<file path="config.mk">
export PLATFORM = sky130hd
export DESIGN_NAME = uart_tx_fsm
export DESIGN_NICKNAME = d
export VERILOG_FILES = /design/src/rtl/uart_tx_fsm.sv
export SDC_FILE = /design/constraint.sdc
export NUM_CORES = 1
export LEC_CHECK = 0
export CAP_MARGIN = 20
export CORE_AREA = 2 2 39 41
export DETAILED_ROUTE_END_ITERATION = 16
export DIE_AREA = 0 0 41 43
export GPL_TIMING_DRIVEN = 1
export PLACE_DENSITY = 0.62
export SLEW_MARGIN = 20
export SYNTH_ARGS = -nofsm -noshare
export SYNTH_HDL_FRONTEND = slang
export SYNTH_SLANG_ARGS = --single-unit
</file>
<file path="constraint.sdc">
create_clock -name CLK -period 1.9 [get_ports CLK]
set_clock_uncertainty 0.05 [all_clocks]
set_input_delay 0.285 -clock CLK [delete_from_list [all_inputs] [get_ports CLK]]
set_output_delay 0.285 -clock CLK [all_outputs]
set_load 0.02 [all_outputs]
</file>
<file path="src/rtl/uart_tx_fsm.sv">
// uart_tx_fsm
// Frame sequencer for the UART transmitter: start bit, DATA_WIDTH data bits,
// optional parity bit, then stop bit(s). Drives the TX output-mux select
// and the serializer load/shift strobes.
// Build option: define UART_TX_TWO_STOP_EN to append a second stop bit (STOP2).

module uart_tx_fsm #(
  parameter int DATA_WIDTH = 8
) (
  input  logic       CLK,
  input  logic       RST,
  input  logic       Data_Valid,
  input  logic       PAR_EN,
  output logic [1:0] mux_sel,
  output logic       ser_load,
  output logic       ser_en,
  output logic       busy
);

  // state  | meaning
  // IDLE   | line idle-high, waiting for a send request
  // START  | start bit on the mux (1 cycle)
  // DATA   | serial data bits, serializer shifting (DATA_WIDTH cycles)
  // PARITY | parity bit on the mux (1 cycle, only if captured parity enable)
  // STOP   | stop bit; last stop state unless the second stop bit is built in
  // STOP2  | second stop bit, present only with UART_TX_TWO_STOP_EN
  typedef enum logic [2:0] {
    IDLE   = 3'd0,
    START  = 3'd1,
    DATA   = 3'd2,
    PARITY = 3'd3,
    STOP   = 3'd4
`ifdef UART_TX_TWO_STOP_EN
    ,
    STOP2  = 3'd5
`endif
  } state_t;

`ifdef UART_TX_TWO_STOP_EN
  localparam state_t LAST_STOP = STOP2;
`else
  localparam state_t LAST_STOP = STOP;
`endif

  // A 1-bit counter is kept even for DATA_WIDTH == 1 so the compare stays legal.
  localparam int                CNT_W    = (DATA_WIDTH > 1) ? $clog2(DATA_WIDTH) : 1;
  localparam logic [CNT_W-1:0]  CNT_LAST = CNT_W'(DATA_WIDTH - 1);

  state_t           state;
  state_t           next_state;
  logic [CNT_W-1:0] bit_cnt;
  logic             par_en_r;
  logic             accept;

  // A request is only taken when the FSM is free: idle or finishing the last stop bit.
  assign accept = Data_Valid && ((state == IDLE) || (state == LAST_STOP));

  // State register.
  always_ff @(posedge CLK or negedge RST) begin
    if (!RST) state <= IDLE;
    else      state <= next_state;
  end

  // Data bit counter: cleared in START so DATA always begins at bit 0.
  always_ff @(posedge CLK or negedge RST) begin
    if (!RST)                bit_cnt <= '0;
    else if (state == START) bit_cnt <= '0;
    else if (state == DATA)  bit_cnt <= bit_cnt + CNT_W'(1);
  end

  // Parity enable is frozen at accept so mid-frame PAR_EN changes cannot alter the frame.
  always_ff @(posedge CLK or negedge RST) begin
    if (!RST)        par_en_r <= 1'b0;
    else if (accept) par_en_r <= PAR_EN;
  end

  // Next-state logic.
  always_comb begin
    next_state = state;
    case (state)
      IDLE:   next_state = accept ? START : IDLE;
      START:  next_state = DATA;
      DATA: begin
        if (bit_cnt == CNT_LAST) next_state = par_en_r ? PARITY : STOP;
        else                     next_state = DATA;
      end
      PARITY: next_state = STOP;
`ifdef UART_TX_TWO_STOP_EN
      STOP:   next_state = STOP2;
      STOP2:  next_state = accept ? START : IDLE;
`else
      STOP:   next_state = accept ? START : IDLE;
`endif
      default: next_state = IDLE;
    endcase
  end

  // Output decode: mux/shift/busy from state only; the load strobe also needs
  // the request and is forced low while reset is held.
  always_comb begin
    mux_sel  = 2'b01;
    ser_en   = 1'b0;
    busy     = (state != IDLE);
    ser_load = RST && accept;
    case (state)
      START:   mux_sel = 2'b00;
      DATA: begin
        mux_sel = 2'b10;
        ser_en  = 1'b1;
      end
      PARITY:  mux_sel = 2'b11;
      default: mux_sel = 2'b01;
    endcase
  end

endmodule

</file>
After elaboration in Yosys (flattened, before gate mapping)
Index checks and enable logic that the tools add are counted.
W data, S select, Z words.
{"block": "classes", "add_sub_neg": 1, "multipliers": 0, "div": 0, "n_lt_le_gt_ge": 0, "eq_ne": 5, "n_shift": 0, "mux": 8, "n_bitwise": 0, "n_reduce_logical": 7}
{"cell": "$mux W3", "count": 4}
{"cell": "$pmux W3 S4", "count": 1}
{"cell": "$eq A3 B2 Y1 const B", "count": 2}
{"cell": "$eq A3 B3 Y1 const B", "count": 2}
{"cell": "$pmux W2 S3", "count": 1}
{"cell": "$add A3 B1 Y3 const B", "count": 1}
{"cell": "$eq A3 B1 Y1 const B", "count": 1}
{"cell": "$logic_not A3 Y1", "count": 1}
{"cell": "$reduce_bool A3 Y1", "count": 1}
{"cell": "$logic_and A1 B1 Y1", "count": 2}
{"cell": "$mux W1", "count": 2}
{"cell": "$reduce_bool A2 Y1", "count": 1}
{"cell": "$reduce_or A2 Y1", "count": 1}
{"cell": "$logic_or A1 B1 Y1", "count": 1}
{"block": "word_totals", "reg_bits": 7, "latch_bits": 0, "ram_bits": 0, "rom_bits": 0, "out_inout_bits": 5, "n_memories": 0}

Longest topological paths before layout
{"block": "depth", "ltp_word": 5, "ltp_mapped": 4, "mapped_depth_nobuf": 4}

Least setup slack after synthesis
Ideal clock, no wire load.
{"block": "synth_path", "path_kind": "flip-flop to output port", "from": "register state[0]", "to": "output port ser_load", "t_arrival_ns": 0.919, "required_time_ns": 1.565, "path_slack_ns": 0.646, "path_stages_with_launch": 3, "cell_sequence": "dfrtp_1 nor2_2 and3_1"}
{"block": "synth_via", "elab_chain_len": 4, "elab_cells_between_ends": 5, "classes_between": "eq/ne: 1; reduce/logical: 4"}
{"item": "start: declaration", "line_no": "49", "rtl": "state_t state;"}
{"item": "start signal: assignment", "line_no": "61", "rtl": "else state <= next_state;"}
{"item": "$eq A3 B3 Y1 or $logic_not A3 Y1 (tied branches)", "line_no": "56", "rtl": "assign accept = Data_Valid && ((state == IDLE) || (state == LAST_STOP));"}
{"item": "$logic_or A1 B1 Y1 (*)", "line_no": "56"}
{"item": "$logic_and A1 B1 Y1 (*)", "line_no": "56"}
{"item": "$logic_and A1 B1 Y1 (*)", "line_no": "104", "rtl": "ser_load = RST && accept;"}
{"item": "end: declaration", "line_no": "15", "rtl": "output logic ser_load,"}
Every way passes the cells marked *; elsewhere a longest branch is shown, timed or not.

Worst setup path after layout
{"block": "layout_path", "from": "register state[1]", "to": "output port mux_sel[0]"}
{"block": "layout_via", "elab_chain_len": 2, "elab_cells_between_ends": 4, "classes_between": "eq/ne: 3; mux: 1"}
{"item": "$eq A3 B2 Y1 or $eq A3 B1 Y1 (tied branches)", "line_no": "105", "rtl": "case (state)"}
{"item": "$pmux W2 S3 (*)", "line_no": "105"}
{"item": "end: declaration", "line_no": "14", "rtl": "output logic [1:0] mux_sel,"}
Marks and branches as above.

==> impl_metrics.env <==
export IMPL_outcome="completed"
export IMPL_p_seq_share_pct=34.0
export IMPL_min_period_ns=1.76
export IMPL_die_w_um=41
export IMPL_p_sw_w=0.000350
export IMPL_grt_pass1_vias=346
export IMPL_dp_hpwl_um=586
export IMPL_critPathKind="flop to primary output"
export IMPL_vias_per_cell=4.60
export IMPL_die_h_um=43
export IMPL_synth_area_leaders="dfrtp_1 (46%), nand2_1 (6.9%), ha_1 (6.6%), nor2b_1 (4.9%), a21o_2 (4.6%)"
export IMPL_clockRootBuffer="clkbuf_4"
export IMPL_slowest_stage="dfrtp_2"
export IMPL_grt_pass1_wl_mm=1.40
export IMPL_htreeDepth=1
export IMPL_power_density_nw_per_um2=1580
export IMPL_fp_coreArea_um2=1380
export IMPL_slowest_delay_ns=0.46
export IMPL_via_count=322
export IMPL_synth_ff_latch_count=7
export IMPL_tightest_slew_ns=0.229
export IMPL_dieArea_um2=1760
export IMPL_synth_top_cell_by_area="dfrtp_1"
export IMPL_nets=61
export IMPL_p_sw_share_pct=41.7
export IMPL_place_inst=66
export IMPL_regArea_um2=178
export IMPL_yosys_warnings=0
export IMPL_area_growth_pct=39.5
export IMPL_hold_viol_final=0
export IMPL_cts_tree="done"
export IMPL_setup_violations=0
export IMPL_power_internal_w=0.000489
export IMPL_drt_initial_drc_count=1
export IMPL_initial_utilization_pct=27.5
export IMPL_wl_per_cell_um=11.2
export IMPL_antenna_found_initial=0
export IMPL_clkLatencyLatePin_ns=0.26
export IMPL_p_leak_nw=0.272
export IMPL_hold_class="input port to asynchronous set/reset pin"
export IMPL_synth_cell_type_count=18
export IMPL_fin_crit_sh_pct=92.7
export IMPL_synthCells=39
export IMPL_critPathArrivalTime_ns=1.43
export IMPL_multi_input_area_um2=198
export IMPL_synth_top_area_share_pct=46.1
export IMPL_rr_worst_depth=4
export IMPL_syn_nets=45
export IMPL_numPortBuffers=8
export IMPL_final_util_pct=38.3
export IMPL_cp_max_fo=8
export IMPL_tns_ns=0
export IMPL_cp_num_buf_inv=1
export IMPL_nFillCells=146
export IMPL_grt_max_degree=9
export IMPL_startpoint_type="flop"
export IMPL_boundaryPins=9
export IMPL_wl_um=784
export IMPL_rows=14
export IMPL_postSynthAreaPerCell_um2=9.75
export IMPL_drv_cap=0
export IMPL_netlist_area_um2=380
export IMPL_slew_headroom_pct=84.5
export IMPL_cts_buffer_depth=2
export IMPL_final_cells=70
export IMPL_combPwrFrac_pct=49.2
export IMPL_cp_top_family="flip-flops"
export IMPL_rsz0062_at_grt="false"
export IMPL_critPathCaptureType="primary output"
export IMPL_dr_pass1_iters=2
export IMPL_grt_overflow=0
export IMPL_yosysSeqAreaShare_pct=46.1
export IMPL_fmax_mhz=568
export IMPL_postCtsSetupBuffers=0
export IMPL_place_gp_congestion=0.701
export IMPL_slew_violations=0
export IMPL_cp_required_ns=1.56
export IMPL_grt_usage_pct=12.2
export IMPL_drtAntennaViolNets=0
export IMPL_p_clk_share_pct=16.8
export IMPL_ir_drop_v=0.000597
export IMPL_clk_pin_slew_ns=0.06
export IMPL_drive_gt1_share_pct=25.9
export IMPL_drcViolationCount=0
export IMPL_worst_path_stages=3
export IMPL_numClockSinks=7
export IMPL_num_antenna_cells=0
export IMPL_critical_path_cell_chain="nand2b_1 > a21o_2 > dlygate4sd2_1"
export IMPL_cts_buffers_inserted=3
worst paths after layout:
| kind | from | endpoint | slack, ns |
|---|---|---|---|
| max in group asynchronous | RST | state[1] | 1.38 |
| worst min register to register | bit_cnt[1] | bit_cnt[1] | 0.47 |
| min in group CLK | bit_cnt[1] | bit_cnt[1] | 0.47 |
| worst min-delay path | RST | state[0] | 0.29 |
| worst max register to register | bit_cnt[0] | bit_cnt[2] | 0.60 |
| worst max-delay path | state[1] | mux_sel[0] | 0.14 |
kinds of logic (layout without fill, tap and decap cells):
group	count (synthesis)	in the layout	synth area share, %
simple gates	17	17	23.4
compound gates	11	11	22.0
flops	7	7	46.1
buf+inv	2	17	1.97
fa+ha+maj	2	2	6.58
final cells by class:
cell class                 instances  share of cell area, %
tap                               16                   3.77
inverter                           2                   1.42
multi-input combinational         30                   37.3
clock buffer                       3                   4.25
sequential                         7                   33.5
clock inverter                     1                  0.943
timing repair buffer              11                   18.9
synthesized netlist by cell type, drive strengths merged:
master / n
dfrtp: 7
nand2: 7
a21oi: 4
a21o: 3
nand2b: 3
nor2b: 3
a32oi: 2
ha: 2
inv: 2
nor2: 2
a31o: 1
and3: 1
nand4: 1
o311ai: 1
power by group through the flow:
stage / sequential (W) / clock (W) / combinational, W
floorplan: 0.000266 / 0 / 0.000285
global placement: 0.000283 / 0 / 0.000443
detailed placement: 0.000281 / 0 / 0.000453
CTS: 0.000284 / 0.000151 / 0.000422
global route: 0.000298 / 0.000157 / 0.000464
finish: 0.000285 / 0.000141 / 0.000413
flip-flops by register name (all words and copies together) (netlist names):
register and cells:
par_en_r 1, state 3, bit_cnt 3
stage by stage:
stage	setup slack, ns	cell area, µm²	hold slack [ns]	total power [W]
2_1_floorplan	0.646	380	-0.0606	0.000551
3_3_place_gp	0.0458	503	0.437	0.000726
3_5_place_dp	0.0446	503	0.455	0.000734
4_1_cts	0.0480	528	0.284	0.000857
5_1_grt	0.0761	531	0.294	0.000918
6_report	0.139	531	0.286	0.000839
timing repair:
action | CTS | global route
endpoints found under the hold margin | 0 | 0
resized for setup | 6 | 1
hold buffers | 0 | 0
setup endpoints to repair | 5 | 1
cells in the final DEF, fill, tap and decap left out:
master / Yosys / routed
nor2_1: 1 / 1
clkbuf_4: 0 / 3
nand2b_1: 2 / 2
a32oi_1: 2 / 2
nand2b_2: 1 / 1
clkdlybuf4s50_1: 0 / 3
a31o_1: 1 / 1
o311ai_1: 1 / 1
nor2b_1: 3 / 3
a21o_2: 2 / 2
buf_4: 0 / 3
dfrtp_1: 7 / 5
dlymetal6s2s_1: 0 / 1
and3_1: 1 / 1
a21oi_2: 1 / 1
a21o_1: 1 / 1
clkinv_2: 0 / 1
a21oi_1: 3 / 3
ha_1: 2 / 2
inv_1: 2 / 2
nor2_2: 1 / 1
dfrtp_2: 0 / 2
nand2_1: 7 / 7
dlygate4sd2_1: 0 / 4
nand4_1: 1 / 1
per-layer routing:
layer | vias up | part of all wire, % | GRT usage (%)
met3 | 2 | 6.5 | 6.28
met5 | - | 0 | 0
li1 | 168 | - | -
met4 | 0 | 1.9 | 8.00
met1 | 146 | 50 | 14.1
met2 | 6 | 42 | 16.9
Power figures use the tool's default switching activity.
